==> src/rtl/matrix_result_fifo_if.sv <==
// Shared matrix bus as seen by one responder.
//   DataOut  : responder read data toward the top-level read mux
//   DataIn   : write data from the execution unit
//   address  : bus address, [15:12] selects the device
//   nRead    : active-low read strobe
//   nWrite   : active-low write strobe
// Modports: master (execution unit side), slave (responder side).
interface matrix_result_fifo_if #(
  parameter int DATA_W = 256,
  parameter int ADDR_W = 16
);
  logic [DATA_W-1:0] DataOut;
  logic [DATA_W-1:0] DataIn;
  logic [ADDR_W-1:0] address;
  logic              nRead;
  logic              nWrite;

  modport master (output DataIn, address, nRead, nWrite, input DataOut);
  modport slave  (input DataIn, address, nRead, nWrite, output DataOut);
endinterface

==> src/rtl/matrix_result_fifo.sv <==
// Memory-mapped FIFO of matrix words on the shared matrix bus.
// Writing DATA pushes a word, reading DATA pops one; STATUS reports
// occupancy plus sticky OVF/UNF/COLL flags (write-1-to-clear).
//   Clk     : rising-edge clock
//   nReset  : asynchronous active-low reset
//   bus     : slave side of the matrix bus (DataIn/address/nRead/nWrite in,
//             DataOut out, registered, one cycle read latency)
// Offsets: 0x000 DATA, 0x001 STATUS; others read as zero, writes ignored.
module matrix_result_fifo #(
  parameter int         DATA_W  = 256,
  parameter int         ADDR_W  = 16,
  parameter logic [3:0] BASE_ID = 4'hC,
  parameter int         DEPTH   = 8
) (
  input  logic                 Clk,
  input  logic                 nReset,
  matrix_result_fifo_if.slave  bus
);
  localparam int PW = $clog2(DEPTH);
  localparam int CW = PW + 1;

  logic [DATA_W-1:0] mem [DEPTH];
  logic [PW-1:0]     wp, rp;
  logic [CW-1:0]     count;
  logic [2:0]        flags;      // {COLL, UNF, OVF}
  logic              rdPrev, wrPrev;

  logic              sel, isData, isStat;
  logic              rdGo, wrGo, coll, doRd, doWr;
  logic              full, empty, push, pop;
  logic [2:0]        flagSet, flagClr;
  logic [DATA_W-1:0] statusWord, rdData;

  assign sel    = (bus.address[ADDR_W-1 -: 4] == BASE_ID);
  assign isData = (bus.address[11:0] == 12'h000);
  assign isStat = (bus.address[11:0] == 12'h001);

  // One operation per strobe: only the high-to-low transition fires.
  assign rdGo = sel & ~bus.nRead  & rdPrev;
  assign wrGo = sel & ~bus.nWrite & wrPrev;
  assign coll = rdGo & wrGo;
  assign doRd = rdGo & ~wrGo;
  assign doWr = wrGo & ~rdGo;

  assign full  = (count == CW'(DEPTH));
  assign empty = (count == '0);
  assign push  = doWr & isData & ~full;
  assign pop   = doRd & isData & ~empty;

  assign flagSet = {coll, doRd & isData & empty, doWr & isData & full};
  assign flagClr = (doWr & isStat) ? bus.DataIn[12:10] : 3'b000;

  always_comb begin
    statusWord       = '0;
    statusWord[12:0] = {flags, full, empty, 8'(count)};
  end

  always_comb begin
    rdData = '0;
    if (isData && !empty) rdData = mem[rp];
    else if (isStat)      rdData = statusWord;
  end

  // Storage has no reset; contents are meaningless until written.
  always_ff @(posedge Clk) begin
    if (push) mem[wp] <= bus.DataIn;
  end

  always_ff @(posedge Clk or negedge nReset) begin
    if (!nReset) begin
      wp          <= '0;
      rp          <= '0;
      count       <= '0;
      flags       <= '0;
      rdPrev      <= 1'b1;
      wrPrev      <= 1'b1;
      bus.DataOut <= '0;
    end else begin
      rdPrev <= bus.nRead;
      wrPrev <= bus.nWrite;
      if (push) wp <= wp + PW'(1);
      if (pop)  rp <= rp + PW'(1);
      if (push)     count <= count + CW'(1);
      else if (pop) count <= count - CW'(1);
      // Set dominates clear on the same edge.
      flags <= (flags & ~flagClr) | flagSet;
      // Read data is held while the strobe stays low and selected.
      if (coll)                       bus.DataOut <= '0;
      else if (doRd)                  bus.DataOut <= rdData;
      else if (bus.nRead || !sel)     bus.DataOut <= '0;
    end
  end
endmodule

==> src/flat_wrapper.sv <==
// flat-port wrapper written by rule: the top's interface ports become plain ports
module matrix_result_fifo_flat 
#(
  parameter int         DATA_W  = 256,
  parameter int         ADDR_W  = 16,
  parameter logic [3:0] BASE_ID = 4'hC,
  parameter int         DEPTH   = 8
)
  (Clk, nReset, bus_DataIn, bus_address, bus_nRead, bus_nWrite, bus_DataOut);
  matrix_result_fifo_if #(.DATA_W(DATA_W), .ADDR_W(ADDR_W)) bus_i ();
  input  logic Clk;
  input  logic nReset;
  input wire logic [$bits(bus_i.DataIn)-1:0] bus_DataIn;
  input wire logic [$bits(bus_i.address)-1:0] bus_address;
  input wire logic [$bits(bus_i.nRead)-1:0] bus_nRead;
  input wire logic [$bits(bus_i.nWrite)-1:0] bus_nWrite;
  output wire logic [$bits(bus_i.DataOut)-1:0] bus_DataOut;
  assign bus_i.DataIn = bus_DataIn;
  assign bus_i.address = bus_address;
  assign bus_i.nRead = bus_nRead;
  assign bus_i.nWrite = bus_nWrite;
  assign bus_DataOut = bus_i.DataOut;
  matrix_result_fifo #(.DATA_W(DATA_W), .ADDR_W(ADDR_W), .BASE_ID(BASE_ID), .DEPTH(DEPTH)) u_core (.Clk(Clk), .nReset(nReset), .bus(bus_i));
endmodule
==> config.mk <==
export PLATFORM = sky130hd
export DESIGN_NAME = matrix_result_fifo_flat
export DESIGN_NICKNAME = d
export VERILOG_FILES = /design/src/rtl/matrix_result_fifo_if.sv /design/src/rtl/matrix_result_fifo.sv /design/src/flat_wrapper.sv
export SDC_FILE = /design/constraint.sdc
export NUM_CORES = 2
export LEC_CHECK = 0
export ABC_AREA = 1
export CAP_MARGIN = 30
export CORE_ASPECT_RATIO = 1.25
export CORE_MARGIN = 5
export CORE_UTILIZATION = 35
export CTS_CLUSTER_SIZE = 10
export DETAILED_ROUTE_END_ITERATION = 10
export SETUP_SLACK_MARGIN = 0.5
export SLEW_MARGIN = 10
export SYNTH_ARGS = -nofsm -noshare
export SYNTH_HDL_FRONTEND = slang
export SYNTH_SLANG_ARGS = --single-unit
==> constraint.sdc <==
create_clock -name Clk -period 35.5 [get_ports Clk]
set_clock_uncertainty 0.15 [all_clocks]
set_input_delay 8.875 -clock Clk [delete_from_list [all_inputs] [get_ports Clk]]
set_output_delay 8.875 -clock Clk [all_outputs]
set_load 0.005 [all_outputs]
# After elaboration in Yosys (flattened, before gate mapping)
# Memories as Yosys holds them, arrays and structs flattened.
# Index checks and enable logic that the tools add are counted.
# word_totals
ramBits	2048
in_bits	276
elab_cells	56
out_inout_bits	256
ff_bits	271
mem_count	1
# op_classes
add_sub_neg	4
n_bitwise	23
mux	10
n_eq_ne	3
reduce_logical	8
# mem_list
memory	words	width	read_ports	rd_ports_with_merged_regs	wr	line	rtl
u_core.mem	8	256	1	0	1	matrix_result_fifo.sv:22	logic [DATA_W-1:0] mem [DEPTH];
# ops
cell	n
$mux 256	4
$and 1x1->1	14
$mux 13	1
$eq 12x1->1 const B	1
$logic_not 12->1	1
$eq 4x4->1 const B	2
$mux 4	2
$add 3x1->3 const B	2
$not 1->1	6
$add 4x1->4 const B	1
$logic_not 4->1	1
$sub 4x1->4 const B	1
$and 3x3->3	1
$mux 3	1
$not 3->3	1
$or 3x3->3	1
$reduce_bool 3->1	1
$logic_not 1->1	2
$mux 1	2
$reduce_bool 2->1	1
$logic_and 1x1->1	1
$logic_or 1x1->1	1

# Depth between registers and ports, before layout
# logic_depth
word_depth	10
mapped_depth	16
ltp_nobuf	16

# Least setup slack after synthesis
# No wires, ideal clock.
# synth_path
kind	input to register
startpoint	input port bus_address[11]
endpoint	memory u_core.mem[0][0], enable pin
path_stages	8
n_path_buf	0
arrival_ns	20.480
setup_time_ns	0.878
t_required_ns	34.472
slack_ns	13.992
cell_sequence	nor2_1 nand2_1 nor2_2 nand2_1 nor2_2 nand2_2 or2_1 nor2_1
# synth_via
elab_chain_len	5
# synth_rtl
element	line	rtl
start, declared	flat_wrapper.sv:14	input wire logic [$bits(bus_i.address)-1:0] bus_address;
$logic_not 12->1	matrix_result_fifo.sv:35	assign isData = (bus.address[11:0] == 12'h000);
$and 1x1->1 (2 in series)	matrix_result_fifo.sv:47	assign push = doWr & isData & ~full;
$mux 1	matrix_result_fifo.sv:66	if (push) mem[wp] <= bus.DataIn;
$mux 1 (not written as such)	matrix_result_fifo.sv:66	
end, declared	matrix_result_fifo.sv:22	
# No other way between the ends.

# Worst setup path after layout
# layout_path
startpoint	input port bus_address[9]
endpoint	memory u_core.mem[6][82], enable pin
# The elaborated chain is that of the path after synthesis.

==> implementation parameters <==
Parameter                              Value

Synth
  Summed instance area of the synthesized netlist ... 89930 sq um
  Most frequent cell after synthesis ... sky130_fd_sc_hd__nand2_1
  Top cells by count, synth ... 2637 x sky130_fd_sc_hd__nand2_1, 2048 x sky130_fd_sc_hd__edfxtp_1, 895 x sky130_fd_sc_hd__a21oi_1
  Post-synthesis instance total ... slightly above 7000
  Number of synthesized register bits ... about 2300
  Net count after synthesis ... ~7600
  Count of flip-flops with a built-in enable after synthesis ... 2048
  Number of synthesis warnings ... 0
  Fraction of registers with async set/reset ... 11.69%
  Count of distinct cell types in the synthesized netlist ... 36
  Cell taking the most area after synthesis ... sky130_fd_sc_hd__edfxtp_1
  Proportion of synthesized chip area in sequential cells ... 75.93%
  Post-synth top flop ... sky130_fd_sc_hd__edfxtp_1
  Cells taking the most area after synthesis ... sky130_fd_sc_hd__edfxtp_1 68%, sky130_fd_sc_hd__nand2_1 11%, sky130_fd_sc_hd__dfrtp_1 7.5%, sky130_fd_sc_hd__a21oi_1 5.0%, sky130_fd_sc_hd__nand3_1 2.2%
  Share of the synthesized area in the top cell type ... between 60% and 70%
  Mean cell area of the mapped netlist ... about 12 sq um

Floorplan
  Starting density of the core ... 35.08%
  Die area ... approximately 270000 sq um
  Die Height ... 576.7 um
  Site Rows ... 208
  Die extent in x ... 463.4 um
  Area inside the core boundary ... approximately 260000 sq um
  I/O pin cnt ... roughly 530

Timing
  Minimum hold slack ... 0.3235 ns
  Total of endpoints with negative setup slack in the final report ... 0
  Total count of max-transition violations in the final report ... 0
  Setup repair after global routing missed its margin ... no
  Slew at the pin with the worst max-slew slack ... approximately 1.1 ns
  Peak Freq ... 73.66 MHz
  Worst-case setup margin in the final layout ... 21.93 ns
  Normalized max-slew margin ... 23.75%
  Number of endpoints with negative hold slack in the final report ... 0
  Post-layout min period ... 13.58 ns
  Final clock period utilization by the worst path ... 38.24%
  Final-layout setup total negative slack ... 0 ns

Worst setup path
  Worst Path Class, Setup ... in2reg
  Slowest cell delay on critical path ... 0.76 ns
  Largest driver fanout on the critical path ... 48
  R2r worst-path depth ... 10
  Crit path max-delay cell type ... sky130_fd_sc_hd__buf_4
  Critical Path Most Common Cell ... sky130_fd_sc_hd__buf_4
  Critical path launch point type ... input pin
  Setup slack of the most critical reg-to-reg path ... 30.06 ns
  Worst Path Arrival ... 13.85 ns
  Series of cell instances along the critical path ... clkdlybuf4s50_1, nor2_1, nand2_1, nor2_2, nand2_1, nor2_2, nand2_2, or2_1, nor2_4, buf_4, buf_4, buf_4
  R2r startpoint ... u_core.wrPrev$_DFF_PN1_
  Req. time, crit path ... 35.78 ns
  CP Capture Type ... register
  Startpoint of the most critical setup path ... bus_address[9]

Pwr
  Max rail drop VDD ... about 0.035 mV
  Power density cells ... 52.56 nW/um^2
  Static power due to leakage ... 39.97 nW

Worst hold path
  Hold crit path type ... reg2reg
  Cell count of the worst hold path ... 2
  Origin of the worst min-delay path ... u_core.bus.DataOut[111]$_DFFE_PN0P_

Cells and area
  Core utilization of the finished layout ... 41.61%
  Number of nets in the layout ... between 8000 and 9000
  Area Overhead vs Synth ... 18.62%
  Post-layout instance count excluding filler cells ... 11330
  Share of final-layout standard cells stronger than drive strength 1 ... under 10%

Detailed routing
  DRT Pass-1 Iters ... 6
  Total via count after detailed routing ... 58080
  Antenna Violating Nets Remaining ... 0
  Count of routing violations after the opening detailed-route iteration ... 5333
  Post-route DRC ... 0
  Final routed wire length divided by cell count ... 22.11 um
  DRT Wirelength ... 250.6 mm
  Average via count per standard cell ... a little over 5

Global route
  Number of antenna violations at the first check in global routing ... 55
  GRT Residual Overflow ... 0
  Global-route wire length before repair ... ~370 mm
  Vias in the first global route ... 57860
  Pin count of the biggest net entering global routing ... between 150 and 200
  Total Routing Usage GR ... 18.13%

Clock tree
  CTS hold repair buffers ... 0
  H-tree levels ... 5
  Sink count of the clock tree ... 2319
  CTS tree ... done
  Root buffer selected by CTS ... sky130_fd_sc_hd__clkbuf_16
  Clock-pin slew on the worst setup and hold paths ... 0.05 ns
  Num CTS Buffers ... 278
  Clock latency on the worst-skew pair ... roughly 0.83 ns
  Maximum clock path buffer count ... 4
  Cts repair resizes ... 0
  Setup Buffers After CTS ... 0

Flow run
  Number of max-cap violations ... 0

Run status
  Outcome ... finished clean

Placed design
  HPWL after detailed placement ... 135.0 mm
  Setup WS pre-CTS ... 21.07 ns
  Cell count after placement ... around 11000
  Port Buf Inserts ... 531
  Global placement routability congestion ... 0.7707
-- power by group --
part           switching [mW]  internal [mW]
Clock                    1.06           1.50
Combinational          0.0469         0.0284
Sequential           0.000165           2.97
Total                    1.11           4.49
-- routing by layer --
metal	up-vias	share of wire, %	wire length, um	global-route usage [%]
li1	26620	-	-	-
met1	28930	41	102600	23.48
met2	2023	49	122100	30.13
met3	480	6.6	16650	3.611
met4	28	3.6	8994	7.165
met5	-	0.073	182	0
-- state kept, by name, summed over array words and instances (netlist names) --
name	flops
u_core.count	4
u_core.mem	2048
u_core.flags	3
u_core.wrPrev	1
u_core.rp	3
u_core.rdPrev	1
u_core.bus.DataOut	256
u_core.wp	3
-- worst max-delay path: cells and delay by family --
family	cells	cell delay [ns]
buffers and inverters	4	2.63
and+or+nand+nor	8	2.20
-- per-stage QoR --
step	instance area, sq um	total power, mW
global route	106600	5.789
detailed placement	98310	3.102
CTS	106400	5.665
finish	106700	5.606
floorplan	89930	3.029
global placement	98060	3.100
-- worst paths after layout --
check,to
max in group asynchronous,u_core.bus.DataOut[239]$_DFFE_PN0P_
min in group asynchronous,u_core.bus.DataOut[90]$_DFFE_PN0P_
hold reg to reg,u_core.bus.DataOut[111]$_DFFE_PN0P_
setup / recovery,u_core.mem[6][82]$_DFFE_PP_
hold / removal,u_core.bus.DataOut[111]$_DFFE_PN0P_
setup reg to reg,u_core.mem[6][82]$_DFFE_PP_
-- cell type report --
cell class                 count  area (sq um)
fill                       23390        149700
antenna                       28         70.07
clock buffer                 459          7784
clock inverter                25         262.8
inverter                      26         127.6
multi-input combinational   4478         19330
sequential                  2319         68290
tap                         3360          4204
timing repair buffer         638          6596
-- kinds of logic (layout without fill, tap and decap cells) --
family,after synthesis,after routing,synth area share (%)
AO/OA/AOI/OAI,1398,1398,7.868
adder cells (fa/ha/maj),5,5,0.07792
AND/OR/NAND/NOR,3071,3071,13.44
other,0,28,0
XOR/XNOR,4,4,0.04732
buffers and inverters,478,1148,2.638
flip-flops,2319,2319,75.93
-- cells in the final DEF, fill, tap and decap left out, types with 3 or more instances in the layout --
master / Yosys / final
sky130_fd_sc_hd__buf_16: 0 / 18
sky130_fd_sc_hd__a21boi_0: 15 / 15
sky130_fd_sc_hd__buf_12: 0 / 9
sky130_fd_sc_hd__o21ai_0: 264 / 264
sky130_fd_sc_hd__nor2_1: 24 / 16
sky130_fd_sc_hd__a21oi_1: 895 / 895
sky130_fd_sc_hd__a22o_1: 5 / 5
sky130_fd_sc_hd__clkbuf_1: 127 / 173
sky130_fd_sc_hd__clkinv_2: 0 / 3
sky130_fd_sc_hd__inv_16: 0 / 4
sky130_fd_sc_hd__clkdlybuf4s50_1: 0 / 530
sky130_fd_sc_hd__inv_1: 21 / 20
sky130_fd_sc_hd__clkinv_1: 2 / 6
sky130_fd_sc_hd__inv_8: 0 / 4
sky130_fd_sc_hd__nor2_2: 3 / 3
sky130_fd_sc_hd__ha_1: 4 / 4
sky130_fd_sc_hd__nand2_1: 2637 / 2637
sky130_fd_sc_hd__edfxtp_1: 2048 / 2048
sky130_fd_sc_hd__nand3_1: 395 / 395
sky130_fd_sc_hd__inv_6: 0 / 8
sky130_fd_sc_hd__nor2_4: 0 / 8
sky130_fd_sc_hd__dfrtp_4: 0 / 3
sky130_fd_sc_hd__nand4_1: 3 / 3
sky130_fd_sc_hd__buf_4: 12 / 80
sky130_fd_sc_hd__diode_2: 0 / 28
sky130_fd_sc_hd__dfrtp_1: 269 / 266
sky130_fd_sc_hd__o21ai_1: 202 / 202
sky130_fd_sc_hd__a31oi_1: 16 / 16
sky130_fd_sc_hd__clkbuf_16: 0 / 284
No activity file was read; power rests on OpenSTA's default activity.
